<file path="src/rtl/rob_recovery_walker_pkg.sv">
// Shared Falco core types used by the ROB and the pipeline controller.
// Holds the ROB tag type and the recovery-walker state encoding.
package Falco_pkg;

    localparam int FALCO_ROB_DEPTH = 32;
    localparam int FALCO_ROB_TAG_W = $clog2(FALCO_ROB_DEPTH);

    typedef logic [FALCO_ROB_TAG_W-1:0] rob_tag_t;

    typedef enum logic [1:0] {
        RW_IDLE = 2'd0,
        RW_WALK = 2'd1,
        RW_DONE = 2'd2
    } rob_walk_state_t;

endpackage

</file>
<file path="src/rtl/rob_recovery_walker.sv">
// ROB recovery walker: walks squashed entries from youngest to oldest, two per
// cycle, then reports the restored tail with a one-cycle finished pulse.
module rob_recovery_walker
    import Falco_pkg::*;
#(
    parameter int ROB_DEPTH = 32
) (
    input  logic                         clk,
    input  logic                         rst_n,
    input  logic                         recovery_start,
    input  logic [$clog2(ROB_DEPTH)-1:0] recovery_target_tag,
    input  logic [$clog2(ROB_DEPTH)-1:0] rob_tail,
    input  logic                         recovery_stall,
    output logic [$clog2(ROB_DEPTH)-1:0] flush_rob_tag_0,
    output logic [$clog2(ROB_DEPTH)-1:0] flush_rob_tag_1,
    output logic                         flush_rob_tag_0_valid,
    output logic                         flush_rob_tag_1_valid,
    output logic                         ROB_recovery_finished,
    output logic [$clog2(ROB_DEPTH)-1:0] tail_restore_tag,
    output logic                         recovery_busy
);

    localparam int TAG_W = $clog2(ROB_DEPTH);
    localparam logic [TAG_W-1:0] TAG_ZERO = {TAG_W{1'b0}};
    localparam logic [TAG_W-1:0] TAG_ONE  = TAG_W'(1);
    localparam logic [TAG_W-1:0] TAG_TWO  = TAG_W'(2);

    rob_walk_state_t  state_r;
    rob_walk_state_t  state_s;
    logic [TAG_W-1:0] cur_r;
    logic [TAG_W-1:0] cur_s;
    logic [TAG_W-1:0] remain_r;
    logic [TAG_W-1:0] remain_s;
    logic [TAG_W-1:0] restore_r;
    logic [TAG_W-1:0] restore_s;
    logic [TAG_W-1:0] remain_start_s;
    logic             walk_active_s;

    // Next-state, walk pointer and remaining-count computation.
    always_comb begin
        state_s        = state_r;
        cur_s          = cur_r;
        remain_s       = remain_r;
        restore_s      = restore_r;
        // Entries strictly between target and tail; wraps naturally in TAG_W bits.
        remain_start_s = rob_tail - recovery_target_tag - TAG_ONE;
        case (state_r)
            RW_IDLE: begin
                if (recovery_start) begin
                    cur_s     = rob_tail - TAG_ONE;
                    restore_s = recovery_target_tag + TAG_ONE;
                    remain_s  = remain_start_s;
                    if (remain_start_s == TAG_ZERO) begin
                        state_s = RW_DONE;
                    end else begin
                        state_s = RW_WALK;
                    end
                end else begin
                    state_s = RW_IDLE;
                end
            end
            RW_WALK: begin
                if (!recovery_stall) begin
                    cur_s = cur_r - TAG_TWO;
                    if (remain_r <= TAG_TWO) begin
                        remain_s = TAG_ZERO;
                        state_s  = RW_DONE;
                    end else begin
                        remain_s = remain_r - TAG_TWO;
                        state_s  = RW_WALK;
                    end
                end else begin
                    state_s = RW_WALK;
                end
            end
            RW_DONE: begin
                state_s = RW_IDLE;
            end
            default: begin
                state_s = RW_IDLE;
            end
        endcase
    end

    // State and walk-context registers.
    always_ff @(posedge clk or negedge rst_n) begin
        if (!rst_n) begin
            state_r   <= RW_IDLE;
            cur_r     <= TAG_ZERO;
            remain_r  <= TAG_ZERO;
            restore_r <= TAG_ZERO;
        end else begin
            state_r   <= state_s;
            cur_r     <= cur_s;
            remain_r  <= remain_s;
            restore_r <= restore_s;
        end
    end

    // Output decode from registered state; stall masks the lanes in the cycle it is raised.
    always_comb begin
        walk_active_s         = (state_r == RW_WALK) && !recovery_stall;
        flush_rob_tag_0       = TAG_ZERO;
        flush_rob_tag_1       = TAG_ZERO;
        flush_rob_tag_0_valid = 1'b0;
        flush_rob_tag_1_valid = 1'b0;
        ROB_recovery_finished = 1'b0;
        tail_restore_tag      = TAG_ZERO;
        recovery_busy         = (state_r != RW_IDLE);
        if (state_r == RW_WALK) begin
            flush_rob_tag_0       = cur_r;
            flush_rob_tag_1       = cur_r - TAG_ONE;
            flush_rob_tag_0_valid = walk_active_s;
            flush_rob_tag_1_valid = walk_active_s && (remain_r >= TAG_TWO);
        end else if (state_r == RW_DONE) begin
            ROB_recovery_finished = 1'b1;
            tail_restore_tag      = restore_r;
        end else begin
            ROB_recovery_finished = 1'b0;
        end
    end

endmodule

</file>
<file path="config.mk">
export PLATFORM = sky130hd
export DESIGN_NAME = rob_recovery_walker
export DESIGN_NICKNAME = d
export VERILOG_FILES = /design/src/rtl/rob_recovery_walker_pkg.sv /design/src/rtl/rob_recovery_walker.sv
export SDC_FILE = /design/constraint.sdc
export NUM_CORES = 1
export LEC_CHECK = 0
export ABC_AREA = 1
export BUFFER_PORTS_ARGS = -buffer_cell sky130_fd_sc_hd__buf_2
export CAP_MARGIN = 25
export CORE_ASPECT_RATIO = 0.8
export CORE_MARGIN = 2
export CORE_UTILIZATION = 50
export CTS_BUF_LIST = sky130_fd_sc_hd__clkbuf_2
export DETAILED_ROUTE_END_ITERATION = 8
export PLACE_DENSITY_LB_ADDON = 0.05
export SETUP_SLACK_MARGIN = 0.5
export SYNTH_ARGS = -nofsm -noshare
export SYNTH_HDL_FRONTEND = slang
export SYNTH_SLANG_ARGS = --single-unit
</file>
<file path="constraint.sdc">
create_clock -name clk -period 2.1 [get_ports clk]
set_input_delay 0.315 -clock clk [delete_from_list [all_inputs] [get_ports clk]]
set_output_delay 0.315 -clock clk [all_outputs]
set_load 0.05 [all_outputs]
</file>
# After elaboration in Yosys (flattened, before gate mapping)
# Index checks and enable logic that the tools add are counted.
# word_totals
input_bits,14
out_inout_bits,19
reg_bits,17
# op_classes
reduce_logical,9
eq_ne,4
muxes,20
addsub,7
order_cmp,2
# op_table
operator,count
2-to-1 mux 5 bit,9
one-hot mux 5 bit (2 select lines),2
subtractor 5 x 1 -> 5 bit (second input constant),3
subtractor 5 x 2 -> 5 bit (second input constant),2
2-to-1 mux 2 bit,4
adder 5 x 1 -> 5 bit (second input constant),1
>= comparator 5 x 2 -> 1 bit (second input constant),1
less-or-equal comparator 5 x 2 -> 1 bit (second input constant),1
zero test 5 bit,1
subtractor 5 bit,1
2-to-1 mux 1 bit,4
inequality test 2 bit (second input constant),2
one-hot mux 2 bit (2 select lines),1
nonzero test 2 bit,2
AND reduction 3 bit,1
equality test 2 x 1 -> 1 bit (second input constant),1
equality test 2 bit (second input constant),1
logical AND 1 bit,2
zero test 2 bit,1
AND reduction 2 bit,1
zero test 1 bit,1

# Depth between registers and ports, before layout
# Gate-level depths: netlist (run 1).
# depth
ltp_word,6
ltp_mapped,11
depth_no_buf,11

# Worst setup path before layout (run 1)
# Ideal clock, no wire load.
# synth_path
path_kind,flip-flop to flip-flop
from,register state_r[1]
to,register cur_r[1]
synth_period_minus_slack_ns,1.663
required_ns,1.971
path_stages_with_launch,7
setup_time_ns,0.129
path_slack_ns,0.437
t_arrival_ns,1.535
cell_sequence,dfrtp_1 inv_1 nand2_1 nor2_1 a21oi_1 nand2_1 o21ai_0
# synth_between
elab_chain_cells,3
elab_cells_between_ends,7
cone_classes,eq/ne (3); mux (1); reduce/logical (3)
# synth_lines
item,line,text
"start, declared",rob_recovery_walker.sv:28,rob_walk_state_t state_r;
"start signal, assigned",rob_recovery_walker.sv:93,state_r <= state_s;
equality test 2 x 1 -> 1 bit / zero test 2 bit (equally long branches),rob_recovery_walker.sv:47,case (state_r)
inequality test 2 bit (no line) / nonzero test 2 bit (equally long branches),-,
AND reduction 3 bit (no line),-,
"end signal, assigned",rob_recovery_walker.sv:94,cur_r <= cur_s;
"end, declared",rob_recovery_walker.sv:30,logic [TAG_W-1:0] cur_r;
# Parallel ways exist; a longest one is shown, timed or not.
# A chain may end at the register's enable or synchronous reset.

# Final worst setup path (run 1)
# layout_path
from,register cur_r[0]
to,output port flush_rob_tag_1[4]
# layout_between
elab_chain_cells,2
# layout_lines
item,line,text
subtractor 5 x 1 -> 5 bit,rob_recovery_walker.sv:112,flush_rob_tag_1 = cur_r - TAG_ONE;
2-to-1 mux 5 bit,rob_recovery_walker.sv:110,if (state_r == RW_WALK) begin
"end, declared",rob_recovery_walker.sv:15,"output logic [$clog2(ROB_DEPTH)-1:0] flush_rob_tag_1,"
# No other way between the ends.

==> impl_metrics.json, run 1 <==
{
  "drive_above_1_share": 0.4096,
  "drt_wl_total_mm": 4.730,
  "final-hold-violation-count": 0,
  "synth_area_mm2": 0.001396,
  "async_reset_ff_frac": 1.000,
  "period_needed_ns": 1.978,
  "synth_fa_ha_area_frac": 0.1039,
  "grt_pass1_wl_mm": 6.955,
  "leakage_uw": 0.001119,
  "ctsRootBufferMaster": "clkbuf_2",
  "status": "finished, final reports clean",
  "die_h_um": 51.27,
  "pin_count": 33,
  "wl_per_cell_um": 15.31,
  "grtUsageTotal": 0.2795,
  "synth_top_family_by_area": "simple AND/OR/NAND/NOR gates",
  "placeableCoreArea_mm2": 0.002701,
  "grt_pass1_vias": 1501,
  "cp_num_buf_inv": 2,
  "num_antenna_cells": 0,
  "seq_area_frac_synth": 0.3047,
  "cap_viol_max_count": 0,
  "final_nets": 297,
  "layout_commonest_cell": "nand2_1",
  "nFillCells": 161,
  "finalSetupTns_ns": 0,
  "synth_xor_area_frac": 0.02509,
  "path_delay_family": "flip-flops",
  "setup_viol": 0,
  "place_congestion": 0.8439,
  "drv_slew": 0,
  "syn_area_per_cell_um2": 6.587,
  "clockBufferDepth": 2,
  "h-tree-depth": 1,
  "cp_max_fo": 3,
  "synth_compound_area_frac": 0.1075,
  "grt_max_degree": 18,
  "drc_errors": 0,
  "die_area_mm2": 0.003234,
  "p_per_area_mw_per_mm2": 1754,
  "path_clk_slew_ns": 0.20,
  "dr.pass1.iters": 8,
  "seqCellArea_um2": 426.7,
  "cpMaxStageDelayCell": "dfrtp_1",
  "max_freq_mhz": 505.5,
  "clk-insertion-delay-late_ns": 0.33,
  "dp_hpwl_mm": 2.491,
  "arrival_ns": 1.66,
  "synthCells": 212,
  "multiInputGateArea_mm2": 0.001037,
  "synth-seq-cells": 17,
  "critPathMaxStageDelay_ns": 0.45,
  "synthMuxAreaShare": 0,
  "synthToLayoutAreaGrowth_pct": 56.99,
  "cts-buffers-inserted": 3,
  "holdWs_ns": 0.2169,
  "chipWidth_um": 63.09,
  "syn_nets": 237,
  "fin_crit_sh": 0.9420,
  "cts.sinks": 17,
  "vdd_drop_max_uv": 1017,
  "vias": 1620,
  "mostFrequentLayoutCells": "nand2_1, inv_1, buf_4",
  "ant_nets": 0,
  "drt_iter0_drc": 70,
  "start_util": 0.5169,
  "portBuffers": 32,
  "critPathRequiredTime_ns": 1.78,
  "slew_headroom": 0.7195,
  "tritoncts": "built",
  "worstPathCellList": "inv_2 -> ha_4 -> nand2_2 -> o21ai_2 -> a21oi_4 -> buf_4",
  "avgViaCountPerCell": 5.243,
  "worstSetupStartpointType": "flip-flop",
  "yosysWarnings": 0,
  "antenna_found_initial": 0,
  "synthDistinctLibCells": 23,
  "hold_path.class": "input port to flip-flop",
  "synthSimpleGateAreaFrac": 0.3262,
  "worst_slew_pin_slew_ns": 0.4207,
  "grt_overflow_total": 0,
  "rsz0062_at_grt": "true",
  "crit_type": "flip-flop to output port",
  "endpoint_kind": "output port",
  "num_rows": 17,
  "synth_edf_count": 0,
  "clock_skew_ns": 0.02704,
  "synth_flop_cell": "dfrtp_1"
}
## flip-flops by register name (all words and copies together), names as in the netlist
signal and count:
state_r 2, restore_r 5, remain_r 5, cur_r 5
## layer usage
metal | part of all wire | GRT usage | wire (um)
met3 | 0.044 | 0.05066 | 206
met1 | 0.45 | 0.3315 | 2105
met2 | 0.48 | 0.5071 | 2255
met4 | 0.034 | 0.1074 | 163
met5 | 0 | 0 | 0
## final timing paths
kind                                         start                        to  slack (ns)  depth (start not counted)
min in group asynchronous                    rst_n  restore_r[2]$_DFFE_PN0P_        0.41                          2
max                           cur_r[0]$_DFFE_PN0P_        flush_rob_tag_1[4]        0.12                          6
min                                    rob_tail[0]      cur_r[0]$_DFFE_PN0P_        0.22                          2
min reg2reg                remain_r[0]$_DFFE_PN0P_   remain_r[0]$_DFFE_PN0P_        0.52                          2
max in group asynchronous                    rst_n   remain_r[1]$_DFFE_PN0P_        1.36                          2
max reg2reg                   state_r[1]$_DFF_PN0_  restore_r[3]$_DFFE_PN0P_        0.55                          8
## metrics by stage
step | setup slack (ns) | instances | power [uW] | cell area (um2) | util
3_5_place_dp | 0.3154 | 281 | 2638 | 1707 | 0.6318
6_report | 0.1218 | 309 | 3845 | 2192 | 0.8115
4_1_cts | 0.2216 | 301 | 3377 | 2049 | 0.7587
2_1_floorplan | 0.3276 | 212 | 2280 | 1511 | -
3_3_place_gp | 0.3389 | 281 | 2630 | 1707 | 0.6318
5_1_grt | 0.06820 | 309 | 4045 | 2192 | 0.8115
## cell families after synthesis
logic type                 after synthesis
DFF                                     17
xor gates and xnor gates                 4
and+or+nand+nor                        107
adders and majority gates               11
AOI/OAI and AO/OA                       29
buffers and inverters                   44
## synthesized netlist by cell type (2+ instances only)
cell type	instances	area share
a21oi_1	12	0.043
buf_6	2	0.016
dfrtp_1	17	0.30
ha_1	10	0.090
inv_1	38	0.10
inv_2	2	0.0054
nand2_1	53	0.14
nand2_2	2	0.0090
nand3_1	19	0.068
nand3b_1	2	0.011
nand4_1	2	0.0090
nor2_1	26	0.070
o21ai_0	15	0.054
xor2_1	3	0.019
## power breakdown
group,internal [uW],switching [uW]
logic,1160,1920
clock network,43.1,116
registers,486,118
## what timing repair did
item | 4_1_cts | 5_1_grt
pin swaps | 6 | 7
hold buffers | 1 | 0
buffers inserted | 15 | 7
cloned | 0 | 1
endpoints found under the hold margin | 17 | 0
gates resized for setup | 63 | 22
setup endpoints to repair | 17 | 24
## cell type report
type	instances	share of cell area
Timing Repair Buffer	58	0.2312
Inverter	40	0.07021
Clock buffer	3	0.006849
Tap cell	38	0.02169
Multi-Input combinational cell	152	0.4732
Clock inverter	1	0.002283
Sequential cell	17	0.1946
No activity file was read; power rests on OpenSTA's default activity.
==> inputs of run 2 (changes only) <==
Settings changed: ABC_AREA 1 to not set.
==> run 2 against run 1 <==
Compared with the run above: synthesized cell count shrank 25%; first-iteration DRC count rose to 2.9 times the previous value; non-clock buffer count grew 9; die area is 5.2% lower; global-route usage rose by 5.6 points; combinational power rose by 22%; setup slack improved by 0.0027 ns; critical path type unchanged; highest routed layer unchanged.
==> impl_metrics.json, run 2 <==
{
  "dr.pass1.iters": 7,
  "max_freq_mhz": 506.2,
  "synth_edf_count": 0,
  "slew_headroom": 0.7260,
  "reg_top3": "cur_r: 5 flops, remain_r: 5 flops, restore_r: 5 flops",
  "cts-buffers-inserted": 3,
  "pin_count": 33,
  "setup_viol": 0,
  "drt_iter0_drc": 201,
  "synth.top_cell.area_share": 0.3229,
  "worst_slew_pin_slew_ns": 0.4110,
  "mostFrequentLayoutCells": "buf_4, nand2_1, dfrtp_1",
  "tritoncts": "built",
  "vdd_drop_max_uv": 1130,
  "min_path_cells": 2,
  "reg2reg_depth": 8,
  "final-hold-violation-count": 0,
  "avgViaCountPerCell": 6.485,
  "grt_pass1_wl_mm": 7.424,
  "critPathRequiredTime_ns": 1.78,
  "hold_path.class": "input port to flip-flop",
  "place_congestion": 0.8289,
  "ant_nets": 0,
  "async_reset_ff_frac": 1.000,
  "dp.cells": 223,
  "drc_errors": 0,
  "synthSimpleGateAreaFrac": 0.2612,
  "clk-insertion-delay-late_ns": 0.32,
  "cp_num_buf_inv": 2,
  "ctsRootBufferMaster": "clkbuf_2",
  "chipWidth_um": 61.39,
  "path_delay_family": "flip-flops",
  "layout_commonest_cell": "buf_4",
  "r2r_start": "state_r[1]$_DFF_PN0_",
  "crit_type": "flip-flop to output port",
  "synth_flop_cell": "dfrtp_1",
  "leakage_uw": 0.001084,
  "cap_viol_max_count": 0,
  "p_per_area_mw_per_mm2": 1974,
  "syn_nets": 183,
  "post-route-util": 0.9451,
  "worstReg2RegEnd": "cur_r[3]$_DFFE_PN0P_",
  "yosysWarnings": 0,
  "clock_skew_ns": 0.001608,
  "drive_above_1_share": 0.5759,
  "antenna_found_initial": 0,
  "grt_pass1_vias": 1448,
  "hold_start": "rob_tail[0]",
  "worstPathCellList": "inv_2 -> ha_4 -> nand2_4 -> xor2_2 -> nor2_2 -> buf_6",
  "drt_wl_total_mm": 6.331,
  "dp_hpwl_mm": 2.323,
  "ys_top_cells_by_count": "nor2_1, nand2_1, dfrtp_1",
  "r2r_slack_ns": 0.34,
  "synth_area_mm2": 0.001318,
  "num_rows": 16,
  "vias": 1686,
  "fin_crit_sh": 0.9407,
  "final_cell_area_mm2": 0.002346,
  "synthDistinctLibCells": 39,
  "rsz0062_at_grt": "true",
  "period_needed_ns": 1.976,
  "cts.sinks": 17,
  "grtUsageTotal": 0.3351,
  "yosys-top-cells-area": "dfrtp_1, ha_1, nor2_1",
  "wl_per_cell_um": 24.35,
  "synthMuxAreaShare": 0,
  "path_clk_slew_ns": 0.17,
  "synth_top_family_by_area": "simple AND/OR/NAND/NOR gates",
  "synthToLayoutAreaGrowth_pct": 78.06,
  "placeableCoreArea_mm2": 0.002482,
  "synth.most_common_cell": "nor2_1",
  "synthCells": 158,
  "grt_overflow_total": 0,
  "finalNonFillerCells": 260,
  "status": "finished, final reports clean",
  "die_h_um": 49.92,
  "start_util": 0.5307,
  "critPathMaxStageDelay_ns": 0.44,
  "cp_max_fo": 4,
  "arrival_ns": 1.66,
  "yosysTopAreaCell": "dfrtp_1",
  "worstSetupStartpointType": "flip-flop",
  "placedInstanceArea_mm2": 0.001603,
  "synth_fa_ha_area_frac": 0.1102,
  "synth_compound_area_frac": 0.1586,
  "synth_xor_area_frac": 0.08642,
  "num_antenna_cells": 0,
  "power_uw": 4631,
  "seq_area_frac_synth": 0.3229,
  "endpoint_kind": "output port",
  "portBuffers": 32,
  "worst_hold_path.endpoint": "cur_r[0]$_DFFE_PN0P_",
  "die_area_mm2": 0.003064,
  "syn_area_per_cell_um2": 8.339,
  "cpMaxStageDelayCell": "dfrtp_1",
  "startpoint": "cur_r[2]$_DFFE_PN0P_",
  "grt_max_degree": 18,
  "finalSetupTns_ns": 0,
  "nFillCells": 76,
  "clockBufferDepth": 2,
  "final_nets": 250,
  "drv_slew": 0,
  "synth-seq-cells": 17,
  "h-tree-depth": 1
}
## run 2: cell count changes after synthesis, moves of 5 or more
cell and change:
and2_1 +6, nand3_1 -16, inv_1 -25, nor2_1 -5, xnor2_1 +5, o21ai_0 -10
nand2_1 -33
## run 2: where the power goes
part           switching, uW  total [uW]  internal (uW)
registers                224         713            489
logic                   2110        3750           1650
clock network            115         165           50.4
## run 2: per-stage QoR
| step | hold WS [ns] | setup slack, ns |
|---|---|---|
| 2_1_floorplan | 0.01941 | 0.4231 |
| 3_3_place_gp | 0.2601 | 0.2634 |
| 3_5_place_dp | 0.2593 | 0.2006 |
| 4_1_cts | 0.2477 | 0.3084 |
| 5_1_grt | 0.2309 | 0.1050 |
| 6_report | 0.2244 | 0.1245 |
## run 2: metal layers
layer,vias to the layer above,wire [um],track usage
met3,52,721,0.04199
met2,177,2861,0.5337
met1,789,2379,0.4574
li1,668,-,-
met5,-,0,0
met4,0,369,0.1277
## run 2: final cells by class
class / instances / area (um2) / share of cell area
clock buffers: 4 / 20.02 / 0.008533
inverters: 13 / 63.81 / 0.02720
multi-input cells: 123 / 1124 / 0.4789
flip-flops and latches: 17 / 429.2 / 0.1829
well taps: 36 / 45.04 / 0.01920
repair buffers: 67 / 664.4 / 0.2832
## run 2: how the worst max path moves through the flow
stage	end	depth (start not counted)
global placement	remain_r[4]$_DFFE_PN0P_	9
finish	flush_rob_tag_1[3]	6
detailed placement	state_r[0]$_DFF_PN0_	10
floorplan	flush_rob_tag_1_valid	4
global route	flush_rob_tag_1[3]	6
CTS	flush_rob_tag_1_valid	5
## run 2: kinds of logic after synthesis
group                    count (synthesis)
AND/OR/NAND/NOR                         68
AO/OA/AOI/OAI                           31
buffers and inverters                   18
flip-flops                              17
XOR/XNOR                                13
adder cells (fa/ha/maj)                 11
## run 2: timing repair
item	CTS	global route
setup endpoints to repair	28	27
cloned	1	0
hold endpoints to repair	17	0
hold buffers	1	0
setup buffers	16	15
gates resized for setup	84	35
pin swaps	4	20
==> inputs of run 3 (changes only) <==
--- a/config.mk
+++ b/config.mk
@@ -13,4 +13,5 @@
 export CTS_BUF_LIST = sky130_fd_sc_hd__clkbuf_2
 export DETAILED_ROUTE_END_ITERATION = 8
+export GPL_TIMING_DRIVEN = 0
 export PLACE_DENSITY_LB_ADDON = 0.05
 export SETUP_SLACK_MARGIN = 0.5
==> constraint.sdc (replaced) <==
create_clock -name clk -period 2.55 [get_ports clk]
set_input_delay 0.3825 -clock clk [delete_from_list [all_inputs] [get_ports clk]]
set_output_delay 0.3825 -clock clk [all_outputs]
set_load 0.01 [all_outputs]
==> run 3 against run 2 <==
Compared with the run above: setup slack gained 0.48 ns; sequential power decreased by 29%; first-iteration DRC count shrank 68%; wire length shrank 52%; register-to-register slack better by 0.48 ns; core utilization fell by 30 points; combinational power is 69% lower; final cell count decreased by 9.6%; sequential share of layout area rose by 8.4 points; design area decreased by 32%; non-clock buffer count fell by 25; critical path type unchanged; highest routed layer unchanged.
==> impl_metrics.json, run 3 (synthesis results as in run 2) <==
{
  "grt_pass1_vias": 1128,
  "drt_wl_total_mm": 3.045,
  "fin_crit_sh": 0.7618,
  "antenna_found_initial": 0,
  "ctsRootBufferMaster": "clkbuf_2",
  "cp_max_fo": 10,
  "slew_headroom": 0.7326,
  "avgViaCountPerCell": 5.174,
  "grtUsageTotal": 0.2244,
  "pin_count": 33,
  "ant_nets": 0,
  "drt_iter0_drc": 64,
  "endpoint_kind": "output port",
  "drv_slew": 0,
  "grt_pass1_wl_mm": 5.126,
  "die_area_mm2": 0.003064,
  "leakage_uw": 0.0008261,
  "max_freq_mhz": 514.8,
  "start_util": 0.5307,
  "mostFrequentLayoutCells": "buf_2, nor2_1, nand2_1",
  "num_rows": 16,
  "critPathRequiredTime_ns": 2.17,
  "layout_commonest_cell": "buf_2",
  "worst_slew_pin_slew_ns": 0.4011,
  "cpMaxStageDelayCell": "dfrtp_2",
  "clockBufferDepth": 2,
  "grt_overflow_total": 0,
  "worstReg2RegEnd": "restore_r[2]$_DFFE_PN0P_",
  "period_needed_ns": 1.943,
  "arrival_ns": 1.56,
  "startpoint": "state_r[1]$_DFF_PN0_",
  "cp_num_buf_inv": 3,
  "reg_top3": "cur_r: 5 flops, remain_r: 5 flops, restore_r: 5 flops",
  "cp.depth": 5,
  "clk-insertion-delay-late_ns": 0.30,
  "r2r_start": "state_r[1]$_DFF_PN0_",
  "portBuffers": 32,
  "grt_max_degree": 18,
  "vdd_drop_max_uv": 406.8,
  "status": "finished, final reports clean",
  "drive_above_1_share": 0.2814,
  "placeableCoreArea_mm2": 0.002482,
  "vias": 1216,
  "hold_path.class": "input port to flip-flop",
  "r2r_slack_ns": 0.82,
  "p_per_area_mw_per_mm2": 1125,
  "finalSetupTns_ns": 0,
  "chipWidth_um": 61.39,
  "setup_viol": 0,
  "worstPathCellList": "nand2b_1 -> buf_2 -> buf_4 -> nor3_1 -> buf_2",
  "critPathMaxStageDelay_ns": 0.43,
  "h-tree-depth": 1,
  "dp_hpwl_mm": 2.330,
  "crit_end": "flush_rob_tag_1_valid",
  "dr.pass1.iters": 4,
  "crit_top_cell": "buf_2",
  "tritoncts": "built",
  "cts-buffers-inserted": 3,
  "place_congestion": 0.8568,
  "num_antenna_cells": 0,
  "die_h_um": 49.92,
  "synthToLayoutAreaGrowth_pct": 21.37,
  "drc_errors": 0,
  "final_nets": 225,
  "wl_per_cell_um": 12.96,
  "path_delay_family": "buffers and inverters",
  "placedInstanceArea_mm2": 0.001523,
  "reg2reg_depth": 8,
  "worstSetupStartpointType": "flip-flop",
  "cap_viol_max_count": 0,
  "cts.sinks": 17,
  "path_clk_slew_ns": 0.17,
  "final_cell_area_mm2": 0.001599,
  "final-hold-violation-count": 0,
  "rsz0062_at_grt": "false",
  "clock_skew_ns": 0.005377,
  "crit_type": "flip-flop to output port"
}
[run 3: report_power, final]
group / internal [uW] / switching, uW
combinational: 510 / 655
clock: 41.6 / 87.7
sequential: 400 / 106
total: 952 / 848
[run 3: repair_timing]
item,CTS,global route
gates cloned,0,0
endpoints found under the hold margin,17,0
gates resized for setup,1,7
setup buffers,3,1
endpoints found under the setup margin,1,3
hold buffers,1,0
[run 3: area by class of cell]
type / instances / area, um2
fill: 241 / 883.3
multi-input combinational: 123 / 822.0
sequential: 17 / 426.7
timing repair buffer: 37 / 200.2
inverter: 13 / 48.80
tap: 36 / 45.04
buffer: 5 / 36.28
clock buffer: 4 / 20.02
[run 3: worst min-delay path by stage]
stage,start,end,cells past startpoint
floorplan,rst_n,cur_r[0]$_DFFE_PN0P_,0
global placement,rst_n,state_r[0]$_DFF_PN0_,1
detailed placement,rst_n,remain_r[4]$_DFFE_PN0P_,1
CTS,recovery_target_tag[0],restore_r[0]$_DFFE_PN0P_,2
global route,rob_tail[0],cur_r[0]$_DFFE_PN0P_,2
finish,recovery_target_tag[0],restore_r[0]$_DFFE_PN0P_,2
[run 3: metrics by stage]
step | utilization | setup WS, ns | instances | total power [uW] | hold slack, ns
final | 0.6442 | 0.6073 | 235 | 1799 | 0.2853
after global routing | 0.6442 | 0.5061 | 235 | 1988 | 0.2624
after CTS | 0.6351 | 0.5644 | 234 | 1761 | 0.2772
after detailed placement | 0.6134 | 0.4025 | 226 | 1615 | 0.3355
after global placement | 0.6134 | 0.4212 | 226 | 1581 | 0.3296
after floorplan | - | 0.7409 | 158 | 1288 | 0.08691
[run 3: per-layer routing]
layer	vias to the layer above	GRT usage	part of all wire
met2	44	0.3511	0.45
met3	2	0.06299	0.057
li1	615	-	-
met1	555	0.3139	0.49
met5	-	0	0
met4	0	0.03191	0.0046
